File: src/rtl/seg_pkg.sv
// Shared seven-segment definitions: blank/glyph codes (active-low {g..a}), scroll FSM states, digit count.
package seg_pkg;

  localparam logic [6:0] SEG_BLANK = 7'h7F;
  localparam logic [6:0] GLYPH_0   = 7'h40;
  localparam logic [6:0] GLYPH_1   = 7'h79;
  localparam logic [6:0] GLYPH_2   = 7'h24;
  localparam logic [6:0] GLYPH_3   = 7'h30;
  localparam logic [6:0] GLYPH_C   = 7'h46;
  localparam logic [6:0] GLYPH_E   = 7'h06;
  localparam logic [6:0] GLYPH_H   = 7'h09;

  localparam int NUM_DIGITS = 6;

  typedef enum logic [1:0] {
    IDLE  = 2'd0,
    RUN   = 2'd1,
    PAUSE = 2'd2
  } state_t;

endpackage

File: src/rtl/seg_scroll_ctrl_if.sv
// Glyph-write, scroll-control and digit-drive bundle for seg_scroll_ctrl.
// Optional speed select exists only when SEG_SCROLL_SPEED_EN is defined.
interface seg_scroll_ctrl_if;
  logic       wr_en;
  logic [3:0] wr_addr;
  logic [6:0] wr_data;
  logic       wr_ready;
  logic [4:0] msg_len;
  logic       start;
  logic       stop;
  logic       pause;
  logic       dir;
`ifdef SEG_SCROLL_SPEED_EN
  logic [1:0] speed;
`endif
  logic [6:0] SEG1, SEG2, SEG3, SEG4, SEG5, SEG6;
  logic       busy;
  logic       step_tick;
  logic       wrap;

  modport master (
    output wr_en, wr_addr, wr_data, msg_len, start, stop, pause, dir,
`ifdef SEG_SCROLL_SPEED_EN
    output speed,
`endif
    input  wr_ready, SEG1, SEG2, SEG3, SEG4, SEG5, SEG6, busy, step_tick, wrap
  );

  modport slave (
    input  wr_en, wr_addr, wr_data, msg_len, start, stop, pause, dir,
`ifdef SEG_SCROLL_SPEED_EN
    input  speed,
`endif
    output wr_ready, SEG1, SEG2, SEG3, SEG4, SEG5, SEG6, busy, step_tick, wrap
  );
endinterface

File: src/rtl/seg_tick_div.sv
// Step-rate divider: o_tick is combinational, high in the last cycle of each (DIV+1)-cycle period while enabled.
// i_en low holds the count; i_clr restarts the period. SEG_SCROLL_SPEED_EN adds a 1x/2x/4x/8x speed shift.
module seg_tick_div #(
  parameter int DIV = 7
) (
  input  logic       i_clk,
  input  logic       i_rst_n,
  input  logic       i_en,
  input  logic       i_clr,
`ifdef SEG_SCROLL_SPEED_EN
  input  logic [1:0] i_speed,
`endif
  output logic       o_tick
);

  localparam int CW = (DIV > 0) ? $clog2(DIV + 1) : 1;

  logic [CW-1:0] r_cnt;
  logic [CW-1:0] w_term;

`ifdef SEG_SCROLL_SPEED_EN
  logic [1:0] r_speed;

  always_comb begin
    int v_per;
    v_per = (DIV + 1) >> r_speed;
    if (v_per < 1) v_per = 1;
    w_term = CW'(v_per - 1);
  end

  // Speed is captured only at period boundaries so a period is never cut short.
  always_ff @(posedge i_clk or negedge i_rst_n) begin
    if (!i_rst_n)             r_speed <= 2'd0;
    else if (i_clr || o_tick) r_speed <= i_speed;
  end
`else
  assign w_term = CW'(DIV);
`endif

  assign o_tick = i_en && (r_cnt == w_term);

  always_ff @(posedge i_clk or negedge i_rst_n) begin
    if (!i_rst_n)     r_cnt <= '0;
    else if (i_clr)   r_cnt <= '0;
    else if (o_tick)  r_cnt <= '0;
    else if (i_en)    r_cnt <= r_cnt + CW'(1);
  end

endmodule

File: src/rtl/seg_scroll_ctrl.sv
// Scrolls a 16-glyph buffer across SEG1..SEG6 (SEG1 rightmost); all outputs registered, frame changes on the tick edge.
// Writes accepted whenever wr_ready (not RUN); optional speed select under SEG_SCROLL_SPEED_EN.
module seg_scroll_ctrl
  import seg_pkg::*;
#(
  parameter int CLK_HZ  = 50000000,
  parameter int STEP_HZ = 1,
  parameter int MSG_MAX = 16
) (
  input  logic             CLK_50MHz,
  input  logic             Res,
  seg_scroll_ctrl_if.slave if_scroll
);

  localparam int DIV = CLK_HZ / STEP_HZ - 1;

  state_t     r_state, w_state;
  logic [4:0] r_len, w_len;
  logic [4:0] r_pos, w_pos;
  logic [6:0] r_buf [MSG_MAX];
  logic [6:0] w_buf [MSG_MAX];
  logic [6:0] r_seg [NUM_DIGITS];
  logic [6:0] w_seg [NUM_DIGITS];
  logic       r_busy, r_step_tick, r_wrap, r_wr_ready;
  logic       w_start_ok, w_wr_acc, w_div_en, w_div_clr, w_tick, w_wrap;

  assign w_start_ok = if_scroll.start && !if_scroll.stop &&
                      (if_scroll.msg_len != 5'd0) && (if_scroll.msg_len <= 5'(MSG_MAX));
  assign w_wr_acc   = if_scroll.wr_en && (r_state != RUN) &&
                      ({1'b0, if_scroll.wr_addr} < 5'(MSG_MAX));
  // stop and pause both outrank a tick in the same cycle.
  assign w_div_en   = (r_state == RUN) && !if_scroll.stop && !if_scroll.pause;

  seg_tick_div #(.DIV(DIV)) u_div (
    .i_clk   (CLK_50MHz),
    .i_rst_n (Res),
    .i_en    (w_div_en),
    .i_clr   (w_div_clr),
`ifdef SEG_SCROLL_SPEED_EN
    .i_speed (if_scroll.speed),
`endif
    .o_tick  (w_tick)
  );

  always_comb begin
    w_state   = r_state;
    w_div_clr = 1'b0;
    case (r_state)
      IDLE: begin
        if (w_start_ok) begin
          w_state   = RUN;
          w_div_clr = 1'b1;
        end
      end
      RUN: begin
        if (if_scroll.stop) begin
          w_state   = IDLE;
          w_div_clr = 1'b1;
        end else if (if_scroll.pause) begin
          w_state = PAUSE;
        end
      end
      PAUSE: begin
        if (if_scroll.stop) begin
          w_state   = IDLE;
          w_div_clr = 1'b1;
        end else if (!if_scroll.pause) begin
          w_state = RUN;
        end
      end
      default: begin
        w_state   = IDLE;
        w_div_clr = 1'b1;
      end
    endcase
  end

  always_comb begin
    w_len  = r_len;
    w_pos  = r_pos;
    w_wrap = 1'b0;
    if (r_state == IDLE) begin
      if (w_start_ok) begin
        w_len = if_scroll.msg_len;
        w_pos = if_scroll.dir ? (if_scroll.msg_len + 5'd4) : 5'd0;
      end
    end else if (if_scroll.stop) begin
      w_pos = 5'd0;
    end else if (w_tick) begin
      if (if_scroll.dir) begin
        if (r_pos == 5'd0) begin
          w_pos  = r_len + 5'd4;
          w_wrap = 1'b1;
        end else begin
          w_pos = r_pos - 5'd1;
        end
      end else begin
        if (r_pos == r_len + 5'd4) begin
          w_pos  = 5'd0;
          w_wrap = 1'b1;
        end else begin
          w_pos = r_pos + 5'd1;
        end
      end
    end
  end

  always_comb begin
    for (int i = 0; i < MSG_MAX; i++) w_buf[i] = r_buf[i];
    if (w_wr_acc) w_buf[if_scroll.wr_addr] = if_scroll.wr_data;
  end

  // Frame is built from next-state values so a write in PAUSE shows after one edge.
  always_comb begin
    logic [4:0] v_idx;
    v_idx = 5'd0;
    for (int k = 0; k < NUM_DIGITS; k++) begin
      w_seg[k] = SEG_BLANK;
      v_idx    = w_pos - 5'(k);
      if ((w_state != IDLE) && (w_pos >= 5'(k)) && (v_idx < w_len))
        w_seg[k] = w_buf[v_idx[3:0]];
    end
  end

  always_ff @(posedge CLK_50MHz or negedge Res) begin
    if (!Res) begin
      r_state     <= IDLE;
      r_len       <= 5'd0;
      r_pos       <= 5'd0;
      r_busy      <= 1'b0;
      r_step_tick <= 1'b0;
      r_wrap      <= 1'b0;
      r_wr_ready  <= 1'b1;
      for (int i = 0; i < MSG_MAX; i++)    r_buf[i] <= SEG_BLANK;
      for (int k = 0; k < NUM_DIGITS; k++) r_seg[k] <= SEG_BLANK;
    end else begin
      r_state     <= w_state;
      r_len       <= w_len;
      r_pos       <= w_pos;
      r_busy      <= (w_state != IDLE);
      r_step_tick <= w_tick;
      r_wrap      <= w_wrap;
      r_wr_ready  <= (w_state != RUN);
      r_buf       <= w_buf;
      r_seg       <= w_seg;
    end
  end

  assign if_scroll.SEG1      = r_seg[0];
  assign if_scroll.SEG2      = r_seg[1];
  assign if_scroll.SEG3      = r_seg[2];
  assign if_scroll.SEG4      = r_seg[3];
  assign if_scroll.SEG5      = r_seg[4];
  assign if_scroll.SEG6      = r_seg[5];
  assign if_scroll.busy      = r_busy;
  assign if_scroll.step_tick = r_step_tick;
  assign if_scroll.wrap      = r_wrap;
  assign if_scroll.wr_ready  = r_wr_ready;

endmodule

File: src/flat_wrapper.sv
// flat-port wrapper written by rule: the top's interface ports become plain ports
module seg_scroll_ctrl_flat import seg_pkg::*;
#(
  parameter int CLK_HZ  = 50000000,
  parameter int STEP_HZ = 1,
  parameter int MSG_MAX = 16
)
  (CLK_50MHz, Res, if_scroll_wr_en, if_scroll_wr_addr, if_scroll_wr_data, if_scroll_msg_len, if_scroll_start, if_scroll_stop, if_scroll_pause, if_scroll_dir, if_scroll_wr_ready, if_scroll_SEG1, if_scroll_SEG2, if_scroll_SEG3, if_scroll_SEG4, if_scroll_SEG5, if_scroll_SEG6, if_scroll_busy, if_scroll_step_tick, if_scroll_wrap);
  seg_scroll_ctrl_if if_scroll_i ();
  input  logic CLK_50MHz;
  input  logic Res;
  input wire logic [$bits(if_scroll_i.wr_en)-1:0] if_scroll_wr_en;
  input wire logic [$bits(if_scroll_i.wr_addr)-1:0] if_scroll_wr_addr;
  input wire logic [$bits(if_scroll_i.wr_data)-1:0] if_scroll_wr_data;
  input wire logic [$bits(if_scroll_i.msg_len)-1:0] if_scroll_msg_len;
  input wire logic [$bits(if_scroll_i.start)-1:0] if_scroll_start;
  input wire logic [$bits(if_scroll_i.stop)-1:0] if_scroll_stop;
  input wire logic [$bits(if_scroll_i.pause)-1:0] if_scroll_pause;
  input wire logic [$bits(if_scroll_i.dir)-1:0] if_scroll_dir;
  output wire logic [$bits(if_scroll_i.wr_ready)-1:0] if_scroll_wr_ready;
  output wire logic [$bits(if_scroll_i.SEG1)-1:0] if_scroll_SEG1;
  output wire logic [$bits(if_scroll_i.SEG2)-1:0] if_scroll_SEG2;
  output wire logic [$bits(if_scroll_i.SEG3)-1:0] if_scroll_SEG3;
  output wire logic [$bits(if_scroll_i.SEG4)-1:0] if_scroll_SEG4;
  output wire logic [$bits(if_scroll_i.SEG5)-1:0] if_scroll_SEG5;
  output wire logic [$bits(if_scroll_i.SEG6)-1:0] if_scroll_SEG6;
  output wire logic [$bits(if_scroll_i.busy)-1:0] if_scroll_busy;
  output wire logic [$bits(if_scroll_i.step_tick)-1:0] if_scroll_step_tick;
  output wire logic [$bits(if_scroll_i.wrap)-1:0] if_scroll_wrap;
  assign if_scroll_i.wr_en = if_scroll_wr_en;
  assign if_scroll_i.wr_addr = if_scroll_wr_addr;
  assign if_scroll_i.wr_data = if_scroll_wr_data;
  assign if_scroll_i.msg_len = if_scroll_msg_len;
  assign if_scroll_i.start = if_scroll_start;
  assign if_scroll_i.stop = if_scroll_stop;
  assign if_scroll_i.pause = if_scroll_pause;
  assign if_scroll_i.dir = if_scroll_dir;
  assign if_scroll_wr_ready = if_scroll_i.wr_ready;
  assign if_scroll_SEG1 = if_scroll_i.SEG1;
  assign if_scroll_SEG2 = if_scroll_i.SEG2;
  assign if_scroll_SEG3 = if_scroll_i.SEG3;
  assign if_scroll_SEG4 = if_scroll_i.SEG4;
  assign if_scroll_SEG5 = if_scroll_i.SEG5;
  assign if_scroll_SEG6 = if_scroll_i.SEG6;
  assign if_scroll_busy = if_scroll_i.busy;
  assign if_scroll_step_tick = if_scroll_i.step_tick;
  assign if_scroll_wrap = if_scroll_i.wrap;
  seg_scroll_ctrl #(.CLK_HZ(CLK_HZ), .STEP_HZ(STEP_HZ), .MSG_MAX(MSG_MAX)) u_core (.CLK_50MHz(CLK_50MHz), .Res(Res), .if_scroll(if_scroll_i));
endmodule
File: config.mk
export PLATFORM = sky130hd
export DESIGN_NAME = seg_scroll_ctrl_flat
export DESIGN_NICKNAME = d
export VERILOG_FILES = /design/src/rtl/seg_pkg.sv /design/src/rtl/seg_scroll_ctrl_if.sv /design/src/rtl/seg_tick_div.sv /design/src/rtl/seg_scroll_ctrl.sv /design/src/flat_wrapper.sv
export SDC_FILE = /design/constraint.sdc
export NUM_CORES = 1
export LEC_CHECK = 0
export CAP_MARGIN = 0
export CELL_PAD_IN_SITES_DETAIL_PLACEMENT = 0
export CELL_PAD_IN_SITES_GLOBAL_PLACEMENT = 1
export CORE_AREA = 2 2 136 271
export DETAILED_ROUTE_END_ITERATION = 16
export DIE_AREA = 0 0 138 273
export PLACE_DENSITY = 0.76
export SLEW_MARGIN = 20
export SYNTH_ARGS = -nofsm -noshare
export SYNTH_HDL_FRONTEND = slang
export SYNTH_SLANG_ARGS = --single-unit
export TNS_END_PERCENT = 100
File: constraint.sdc
create_clock -name CLK_50MHz -period 5.2 [get_ports CLK_50MHz]
set_input_delay 0.78 -clock CLK_50MHz [delete_from_list [all_inputs] [get_ports CLK_50MHz]]
set_output_delay 0.78 -clock CLK_50MHz [all_outputs]
set_load 0.005 [all_outputs]
==> metrics.md <==
| Metric | Value |
|---|---|
| Status | `finished, final reports clean` |
| Drt pass-1 iters | `5` |
| FILL cells | `~3500` |
| DRT Wirelength | `roughly 48 mm` |
| Fmax | `roughly 210 MHz` |
| Most frequent cells after synthesis | `mux2i_1 (282), dfstp_2 (155), inv_1 (133), nand2_1 (119), a21oi_1 (64)` |
| Crit path time final | `about 4700 ps` |
| Post-DP HPWL | `around 34 mm` |
| Final Wtd Congestion | `between 0.9 and 1` |
| Static Leak | `slightly below 7 nW` |
| NumNets Final | `around 1500` |
| Metal-1 WL | `17.0 mm` |
| Pre-CTS WS | `about 55 ps` |
| Syn_area_per_cell | `between 10 and 15 um^2` |
| CTS Buf Count | `17` |
| # port buffers | `68` |
| Sink Count | `between 150 and 200` |
| Max_cap viols | `0` |
| Worst vdd ir | `approximately 0.00029 V` |
| DR vias/cell | `between 6 and 7` |
| H-tree depth | `4` |
| CP startpoint | `if_scroll_msg_len[2]` |
| CTS tree | `built` |
| First-pass GRT wire length | `72.3 mm` |
| Critical path type | `input pin to flip-flop` |
| Largest net degree at the start of global routing | `99` |
| Post-synth EDFFs | `0` |
| Worst setup SP type | `input pin` |
| Yosys top cell area share | `28.9%` |
| Die height | `approximately 270 um` |
| Reg-to-Reg Start | `u_core.r_len[2]` |
| Synthesized area | `approximately 14000 um^2` |
| Critical Path Max Stage Delay | `~460 ps` |
| Postcts setup bufs | `0` |
| Worst min path class | `input pin to asynchronous set/reset pin` |
| Fin crit share | `about nine tenths` |
| Top layer in use | `met4` |
| Worst EP required | `about 5600 ps` |
| Setup TNS | `0 ps` |
| Levels on crit path | `20` |
| Layout cells sized above 1 | `22.3%` |
| Area contributors post-synth | `dfstp_2 (29%), mux2i_1 (20%), dfrtp_1 (7.3%), mux4_2 (4.5%), inv_1 (3.5%)` |
| Via Count | `roughly 12000` |
| Critical path arrival | `5140 ps` |
| Cells along the critical path | `clkdlybuf4s50_1 > inv_1 > ha_1 > nor3b_1 > xor2_1 > buf_4 > nor2_1 > o31ai_1 > o21ai_4 > inv_1 > ha_2 > nor2_1 > nand2b_1 > ha_1 > a21o_1 > a21o_1 > a21oi_1 > o211ai_1 > a21o_1 > o22a_1` |
| Design area | `~16000 um^2` |
| Initial antenna violation count | `0` |
| Post-route ant nets | `0` |
| CTS Root Buffer Type | `clkbuf_16` |
| Total congestion overflow | `0` |
| DR WL/cell | `25.1 um` |
| Final hold vios | `0` |
| RSZ-0062 raised after global routing | `no` |
| Clk pin slew, worst setup/hold paths | `roughly 80 ps` |
| # DRC | `0` |
| Synth Register Bits | `slightly below 200` |
| GRT Total Usage | `about a quarter` |
| CP max-delay cell | `clkdlybuf4s50_1` |
| Synth Instances | `about 1400` |
| Worst-case clock buffer depth | `2` |
| Setup ws final | `around 460 ps` |
| Worst slew margin | `about a third` |
| Cell family with most CP delay | `compound AO/OA/AOI/OAI gates` |
| Count leader, synth | `mux2i_1` |
| Number of core rows | `98` |
| Synth warn | `0` |
| Ports | `69` |
| Final setup violation count | `0` |
| Crit-path max FO | `7` |
| Placed Area | `15200 um^2` |
| Core Area | `around 36000 um^2` |
| P&R area growth vs syn | `12.3%` |
| ANT cells | `0` |
| Most frequent cell on the critical path | `a21o_1` |
| Tot Pwr | `10.0 mW` |
| Final Max Tran Viols | `0` |
| Distinct cell type count after synthesis | `90` |
| Fraction of registers with async set or reset after synthesis | `between 90% and 100%` |
| WP buf/inv | `4` |
| CTS Hold Bufs | `0` |
| Fin Clk Skew | `14.8 ps` |
| Sequential share of the synthesized area | `between 30% and 40%` |
| Cells on worst reg2reg path | `17` |
| Top_reg_cell synth | `dfstp_2` |
| Effective utilization at floorplan | `roughly two fifths` |
| R2R Setup Slk | `roughly 540 ps` |
| Post-synth top area cell | `dfstp_2` |
| WL met3 | `~2.0 mm` |
| Worst Tran Pin Value | `roughly 1000 ps` |
| Worst hold margin | `about 500 ps` |
| Met2 WL post-DR | `~25 mm` |
| Vias in the first global route | `roughly 12000` |
| Post_cts resized | `0` |
| FF-to-FF End | `u_core.if_scroll.SEG4[4]` |
| Clk_lat worst skew | `between 400 and 500 ps` |
| 1st-iter DRT viols | `approximately 650` |
| Worst setup EP type | `flip-flop` |
| Pwr Density | `633 nW/um^2` |
| Die ar. | `around 38000 um^2` |
| Post-synth net total | `1462` |
| Horiz. Die Dim | `~140 um` |
[cells by family after synthesis]
logic type / synth area share (%)
fa+ha+maj: 3.29
mux: 24.6
xor+xnor: 2.81
flops: 36.2
compound gates: 16.0
simple gates: 9.81
buf+inv: 7.29
[stage by stage]
step | cells | utilization, %
2_1_floorplan | 1402 | -
3_3_place_gp | 1878 | 42.9
3_5_place_dp | 1878 | 42.9
4_1_cts | 1910 | 44.5
5_1_grt | 1910 | 44.5
6_report | 1910 | 44.5
[worst max-delay path by stage]
stage                                     to  slack (ps)
global route        u_core.if_scroll.SEG4[4]         130
floorplan           u_core.if_scroll.SEG4[0]         300
detailed placement  u_core.if_scroll.SEG4[5]          60
finish              u_core.if_scroll.SEG4[4]         460
CTS                 u_core.if_scroll.SEG4[5]         520
global placement    u_core.if_scroll.SEG4[2]         190
[power breakdown]
group	internal (mW)	switching [mW]	total, mW
Clock	0.651	0.693	1.34
Sequential	2.33	0.228	2.56
Combinational	2.49	3.61	6.10
[cell usage in the layout (no fill, tap or decap), types with 5 or more instances in the layout]
cell	n
a211oi_1	7
a21o_1	17
a21oi_1	64
a22o_1	6
a22oi_1	27
and3_1	8
buf_4	47
clkbuf_16	17
clkdlybuf4s50_1	67
dfrtp_1	41
dfstp_2	155
ha_1	36
inv_1	133
inv_8	6
mux2i_1	282
mux4_2	28
nand2_1	119
nand2b_1	11
nand3_1	23
nand4_1	12
nor2_1	60
nor2b_1	7
nor3_1	5
nor4_1	7
o211ai_1	33
o21ai_0	40
o221a_2	23
o22a_1	14
o22ai_1	7
o31ai_1	8
or3_1	6
xnor2_1	14
xor2_1	23
[area by class of cell]
type / instances / area, um^2 / area share, %
Clock buffer: 18 / 439 / 2.78
Clock inverter: 14 / 138 / 0.870
Sequential cell: 196 / 5100 / 32.2
Multi-Input combinational cell: 977 / 7970 / 50.4
Tap cell: 450 / 563 / 3.56
Timing Repair Buffer: 117 / 1080 / 6.81
Inverter: 138 / 532 / 3.36
[per-layer routing]
metal / vias to the layer above / track usage, %
met5: - / 0
met3: 173 / 3.61
met4: 0 / 21.0
met1: 5782 / 26.4
met2: 424 / 44.6
li1: 5155 / -
[state kept, by name (all words and copies together) (netlist names)]
register and cells:
u_core.if_scroll.SEG4 7, u_core.r_len 5, u_core.if_scroll.SEG6 7, u_core.if_scroll.SEG1 7, u_core.if_scroll.SEG5 7, u_core.u_div.r_cnt 26
u_core.if_scroll.step_tick 1, u_core.r_buf 112, u_core.if_scroll.wr_ready 1, u_core.if_scroll.busy 1, u_core.if_scroll.SEG3 7, u_core.if_scroll.wrap 1
u_core.r_state 2, u_core.r_pos 5, u_core.if_scroll.SEG2 7
No activity file was read; power rests on OpenSTA's default activity.
